[config.mk]
export PLATFORM = sky130hd
export DESIGN_NAME = page_buf_writer
export DESIGN_NICKNAME = d
export VERILOG_FILES = /design/src/rtl/page_buf_writer.sv
export SDC_FILE = /design/constraint.sdc
export NUM_CORES = 1
export LEC_CHECK = 0
export CELL_PAD_IN_SITES_DETAIL_PLACEMENT = 0
export CELL_PAD_IN_SITES_GLOBAL_PLACEMENT = 1
export CORE_MARGIN = 3
export CORE_UTILIZATION = 49
export DETAILED_ROUTE_END_ITERATION = 8
export DONT_BUFFER_PORTS = 1
export PLACE_DENSITY = 0.86
export SLEW_MARGIN = 25
export SYNTH_ARGS = -nofsm -noshare
export SYNTH_HDL_FRONTEND = slang
export SYNTH_SLANG_ARGS = --single-unit
[constraint.sdc]
create_clock -name clk -period 6.75 [get_ports clk]
set_clock_uncertainty 0.2 [all_clocks]
set_input_delay 0.3375 -clock clk [delete_from_list [all_inputs] [get_ports clk]]
set_output_delay 0.3375 -clock clk [all_outputs]
set_load 0.005 [all_outputs]
[src/rtl/page_buf_writer.sv]
// page_buf_writer: write side of the ping-pong page buffer feeding the NAND
// program path. Streams bytes into the bank chosen by ram_adj. A page closes
// when it fills or when a flush arrives. A flushed page is padded to its end.
// After a page closes, the block raises change_ram and waits for the
// RAM-switch unit to report that the banks have swapped.
//
// Handshake: a byte moves on any rising clk edge where din_valid and
// din_ready are both high. din_ready does not depend on din_valid. A producer
// may hold din_valid high while din_ready is low; no byte is lost or
// duplicated.
//
// dbg_state exposes the FSM state (FILL=0, PAD=1, CLOSE=2, REQ=3, WAIT_SW=4).
// Checkers and debug tooling use this port.

module page_buf_writer #(
    parameter int          PAGE_BYTES = 2048,
    parameter int          ADDR_W     = 11,
    parameter logic [7:0]  PAD_BYTE   = 8'hFF,
    parameter int          REQ_HOLD   = 2
) (
    input  logic              clk,
    input  logic              rst,
    input  logic [7:0]        din,
    input  logic              din_valid,
    output logic              din_ready,
    input  logic              flush,
    input  logic              ram_adj,
    input  logic              ram_change,
    output logic              wr_en_a,
    output logic              wr_en_b,
    output logic [ADDR_W-1:0] wr_addr,
    output logic [7:0]        wr_data,
    output logic              change_ram,
    output logic              page_done,
    output logic              page_bank,
    output logic [ADDR_W:0]   page_fill,
    output logic [2:0]        dbg_state
);

    localparam logic [ADDR_W-1:0] LAST_ADDR = ADDR_W'(PAGE_BYTES - 1);
    localparam logic [ADDR_W-1:0] ADDR_ONE  = ADDR_W'(1);
    localparam logic [ADDR_W:0]   FULL_FILL = (ADDR_W+1)'(PAGE_BYTES);
    localparam int                HOLD_W    = (REQ_HOLD > 1) ? $clog2(REQ_HOLD) : 1;
    localparam logic [HOLD_W-1:0] HOLD_LAST = HOLD_W'(REQ_HOLD - 1);
    localparam logic [HOLD_W-1:0] HOLD_ONE  = HOLD_W'(1);

    typedef enum logic [2:0] {
        S_FILL    = 3'd0,
        S_PAD     = 3'd1,
        S_CLOSE   = 3'd2,
        S_REQ     = 3'd3,
        S_WAIT_SW = 3'd4
    } state_t;

    state_t              state;
    state_t              state_nx;
    logic [ADDR_W-1:0]   cnt;        // next byte address within the page
    logic [ADDR_W:0]     fill_q;     // real byte count of the page being closed
    logic [HOLD_W-1:0]   hold_cnt;   // cycles spent in REQ so far
    logic                bank_q;     // bank of the most recent accepted byte

    logic                accept;
    logic                at_last;
    logic [ADDR_W:0]     fill_eff;
    logic                flush_take;

    // A byte is accepted only in FILL, and never while reset is held.
    assign din_ready  = (state == S_FILL) && !rst;
    assign accept     = din_valid && din_ready;
    assign at_last    = (cnt == LAST_ADDR);

    // A byte accepted together with a flush still counts toward the fill.
    // A flush closes the page only when the page holds at least one real byte.
    assign fill_eff   = {1'b0, cnt} + {{ADDR_W{1'b0}}, accept};
    assign flush_take = (state == S_FILL) && flush && (fill_eff != '0);

    // The close and request outputs are decoded from the state. They are
    // forced low while reset is held, so an aborted page never signals.
    assign change_ram = (state == S_REQ) && !rst;
    assign page_done  = (state == S_CLOSE) && !rst;
    assign page_bank  = page_done && ram_adj;
    assign page_fill  = page_done ? fill_q : '0;
    assign dbg_state  = state;

    // State register.
    always_ff @(posedge clk) begin
        if (rst) begin
            state <= S_FILL;
        end else begin
            state <= state_nx;
        end
    end

    // Next-state logic.
    always_comb begin
        state_nx = state;
        case (state)
            S_FILL: begin
                if (accept && at_last) begin
                    // Closing on the last byte takes priority: nothing is left to pad.
                    state_nx = S_CLOSE;
                end else if (flush_take) begin
                    state_nx = S_PAD;
                end
            end
            S_PAD: begin
                if (at_last) begin
                    state_nx = S_CLOSE;
                end
            end
            S_CLOSE: begin
                state_nx = S_REQ;
            end
            S_REQ: begin
                if (hold_cnt == HOLD_LAST) begin
                    state_nx = S_WAIT_SW;
                end
            end
            S_WAIT_SW: begin
                // There is no timeout. The switch unit may hold off indefinitely.
                if (ram_change) begin
                    state_nx = S_FILL;
                end
            end
            default: begin
                state_nx = S_FILL;
            end
        endcase
    end

    // Page bookkeeping: address counter, fill count, request hold timer, write bank.
    always_ff @(posedge clk) begin
        if (rst) begin
            cnt      <= '0;
            fill_q   <= '0;
            hold_cnt <= '0;
            bank_q   <= 1'b0;
        end else begin
            case (state)
                S_FILL: begin
                    if (accept) begin
                        // After the last address the counter wraps to 0, and the
                        // FSM moves to CLOSE on the same edge.
                        cnt    <= cnt + ADDR_ONE;
                        bank_q <= ram_adj;
                    end
                    if (accept && at_last) begin
                        fill_q <= FULL_FILL;
                    end else if (flush_take) begin
                        fill_q <= fill_eff;
                    end
                end
                S_PAD: begin
                    cnt      <= cnt + ADDR_ONE;
                    hold_cnt <= '0;
                end
                S_CLOSE: begin
                    cnt      <= '0;
                    hold_cnt <= '0;
                end
                S_REQ: begin
                    hold_cnt <= hold_cnt + HOLD_ONE;
                end
                default: begin
                    hold_cnt <= '0;
                end
            endcase
        end
    end

    // Write port: registered one cycle after the accept or the pad step.
    always_ff @(posedge clk) begin
        if (rst) begin
            wr_en_a <= 1'b0;
            wr_en_b <= 1'b0;
            wr_addr <= '0;
            wr_data <= '0;
        end else begin
            wr_en_a <= 1'b0;
            wr_en_b <= 1'b0;
            if (accept) begin
                // Sample the bank on every accept, so bytes after a swap land
                // in the new bank.
                wr_en_a <= ~ram_adj;
                wr_en_b <= ram_adj;
                wr_addr <= cnt;
                wr_data <= din;
            end else if (state == S_PAD) begin
                // Pad the page that already holds this page's bytes.
                wr_en_a <= ~bank_q;
                wr_en_b <= bank_q;
                wr_addr <= cnt;
                wr_data <= PAD_BYTE;
            end
        end
    end

    // The two bank strobes are mutually exclusive.
    a_wr_en_excl: assert property (@(posedge clk) disable iff (rst) !(wr_en_a && wr_en_b));

endmodule
==> metrics.txt <==
Final Hold Vio Count=0; Post-Synthesis Mean Instance Area=8.08 um2; met1 Use GR=0.277; sum of net half-perimeters after detailed placement=3.82 mm; Ys Warns=0; parity-gate share of the synthesized area counting xor and xnor cells=0.0574; number of cell rows=25; CTS tree=done; leakage component of the power=0.874 nW; count of fill cells added during filler insertion=479; clock sink count=49; Most Crowded Layer GR=met2; placed inst area=0.00243 mm2; f_max=248 MHz; main flop type after synthesis=dfxtp_1; die footprint=0.00586 mm2; Max-Slew Margin vs Limit=0.551; Worst-Margin Slew=0.671 ns; via count normalized by instance count=5.67; number of buffers created by CTS=5; simple-gate area share of the yosys netlist=0.280; cell taking the most area after synthesis=dfxtp_1; final setup violation count=0; post-synth top area share=0.402; crit path max fanout=13; quantity of hold-fixing buffers added after cts=7; setup TNS=0 ns; top-level port count=54; fraction of final layout cells sized beyond drive strength 1=0.0746; share of synthesized area spent on multiplexers=0; Final min period=4.03 ns; register area share after synthesis=0.402; crit path DAT=4.06 ns; number of antenna violations at the first check in global routing=0; DRT Wirelength=5.32 mm; number of nets still failing antenna checks after routing=0; met3 layer usage reported by global route=0.0366; slowest library cell on the worst path=or4_4; antenna cells=0; dominant cells by area after synthesis=dfxtp_1 40%, a21oi_1 7.0%, nand2_1 5.7%; DR vias=2053; top cell family by delay on the critical path=simple AND/OR/NAND/NOR gates; Core Footprint=0.00475 mm2; post-detailed-route DRC marker count=0; setup repair after global routing missed its margin=no; vertical extent of the die=76.6 um; final worst slack=2.72 ns; Unique masters post-synth=49; Root Buffer Master=clkbuf_8; outcome=finished, final reports clean; average routed wire per standard cell=14.7 um; post-CTS resize count=0; area occupied by multi-input gates=0.00135 mm2; most common cell in the netlist=dfxtp_1; flip-flop and latch area=981 um2; area grow syn2layout=6.46%; first-pass GRT wire length=9.54 mm; Post-synth EDFFs=0; Core Util, Final=0.547; required time worst endpoint=6.78 ns; Pwr Density=315 mW/mm2; post-synthesis cell count=302; max-slew violations=0; Port Buffers=0; Adder-Cell Fraction of Synth Area=0.0154; CP max stage delay=0.56 ns; ys async rst share=0; synthesis-stage register bit count=49; via count of the first global-routing pass=2012; chip width=76.6 um; sequence of cells on the critical path=nor4_1 > nand2_1 > inv_1 > ha_1 > ha_1 > nand3_4 > or4_4 > a211oi_4 > o211a_4 > o21ai_1 > a21oi_1; Worst-Skew Late Latency=0.30 ns; setup fix buffers added after clock tree synthesis=0; Max Cap Violations=0; placer congestion estimate=0.794; Max Root-Sink Buffers=2; leftover overflow at the end of global routing=0; most frequent cell on the critical path=ha_1; fraction of the cycle the final worst path needs=0.597; dominant combinational cell family by area after synthesis=simple AND/OR/NAND/NOR gates; worst IR drop on VDD=0.145 mV; syn_nets=319; Critical path buffers and inverters=1; path type of the worst min-delay path=input pin to flop; clock-pin slew on the worst setup and hold paths=0.10 ns; total standard cell area after synthesis=0.00244 mm2; share of the synthesized area in compound gates (AO/OA/AOI/OAI)=0.193; maximum number of pins on one net before global-route repair=29; final layout net count=311; sort of element at the end of the critical path=flop; post-place setup slack=2.75 ns; type of element launching the critical path=flop; Setup Crit Path Kind=flop to flop; DRT Pass-1 Iters=5; Detailed Route Iter0 Violations=118; most instantiated cells after synthesis=49 x dfxtp_1, 37 x nand2_1, 34 x a21oi_1, 26 x nor2_1, 23 x nor3_1; Max H-tree Level=2; met2 usage in global routing=0.296; design area=0.00260 mm2; Global Route Usage Sum=0.195; starting density of the core=0.513
sequential cells by signal (all words and copies together) (netlist names):
name,count
fill_q,12
cnt,11
wr_addr,11
wr_data,8
dbg_state,3
bank_q,1
hold_cnt,1
wr_en_a,1
wr_en_b,1
path summary, 6_finish.rpt:
| path | slack, ns | from | cells past startpoint | endpoint |
|---|---|---|---|---|
| worst min-delay path | 0.007 | din[5] | 2 | wr_data[5] |
| worst max register to register | 2.72 | dbg_state[0] | 11 | fill_q[4] |
| worst min register to register | 0.28 | wr_addr[10] | 2 | wr_addr[10] |
| worst max-delay path | 2.72 | dbg_state[0] | 11 | fill_q[4] |
where the power goes:
part,leakage [nW],total [mW],internal (mW),switching [mW]
clock,0.0481,0.173,0.0736,0.0998
sequential,0.398,0.381,0.334,0.0478
combinational,0.427,0.265,0.0960,0.169
routing by layer:
layer  wire length, um  vias up
li1                  -     1042
met1              2610      954
met2              2390       48
met3               238        9
met4                82        0
met5                 0        -
layout by cell type, fill, tap and decap left out, types with 3 or more instances in the layout:
cell type      instances
a311oi_1               6
dlygate4sd3_1          6
clkbuf_8               5
dfxtp_1               49
or3_1                  4
and2_1                13
ha_1                   3
nor3_1                23
o21ai_0                8
o21ai_1                7
nand2_1               37
a21oi_1               34
nand3_1                3
nor2_1                26
nand2b_1               5
inv_1                  6
nand4_1                4
xnor2_1               10
nor4_1                 4
xor2_1                 6
logic make-up (layout without fill, tap and decap cells):
| kind of cell | Yosys count | in the layout |
|---|---|---|
| xor gates and xnor gates | 16 | 16 |
| DFF | 49 | 49 |
| adders and majority gates | 3 | 3 |
| AOI/OAI and AO/OA | 72 | 72 |
| buffers and inverters | 29 | 22 |
| and+or+nand+nor | 133 | 133 |
final cells by class:
cell class,instances,share of cell area
clock inverters,3,0.00867
flip-flops and latches,49,0.377
multi-input cells,224,0.519
repair buffers,8,0.0279
inverters,6,0.00867
clock buffers,5,0.0265
well taps,67,0.0323
per-stage QoR:
stage	hold WS (ns)	instances	total power, mW
floorplan	0.248	302	0.592
global placement	0.210	347	0.643
detailed placement	0.212	347	0.644
CTS	0.00185	362	0.823
global route	0.00915	362	0.886
finish	0.00664	362	0.820
worst reg2reg max path: stages (launching register included):
cell and delay [ns]:
dfxtp_1 0.46, nor4_1 0.53, nand2_1 0.38, inv_1 0.38, ha_1 0.27, ha_1 0.28
nand3_4 0.13, or4_4 0.56, a211oi_4 0.29, o211a_4 0.27, o21ai_1 0.07, a21oi_1 0.15
No activity file was read; power rests on OpenSTA's default activity.
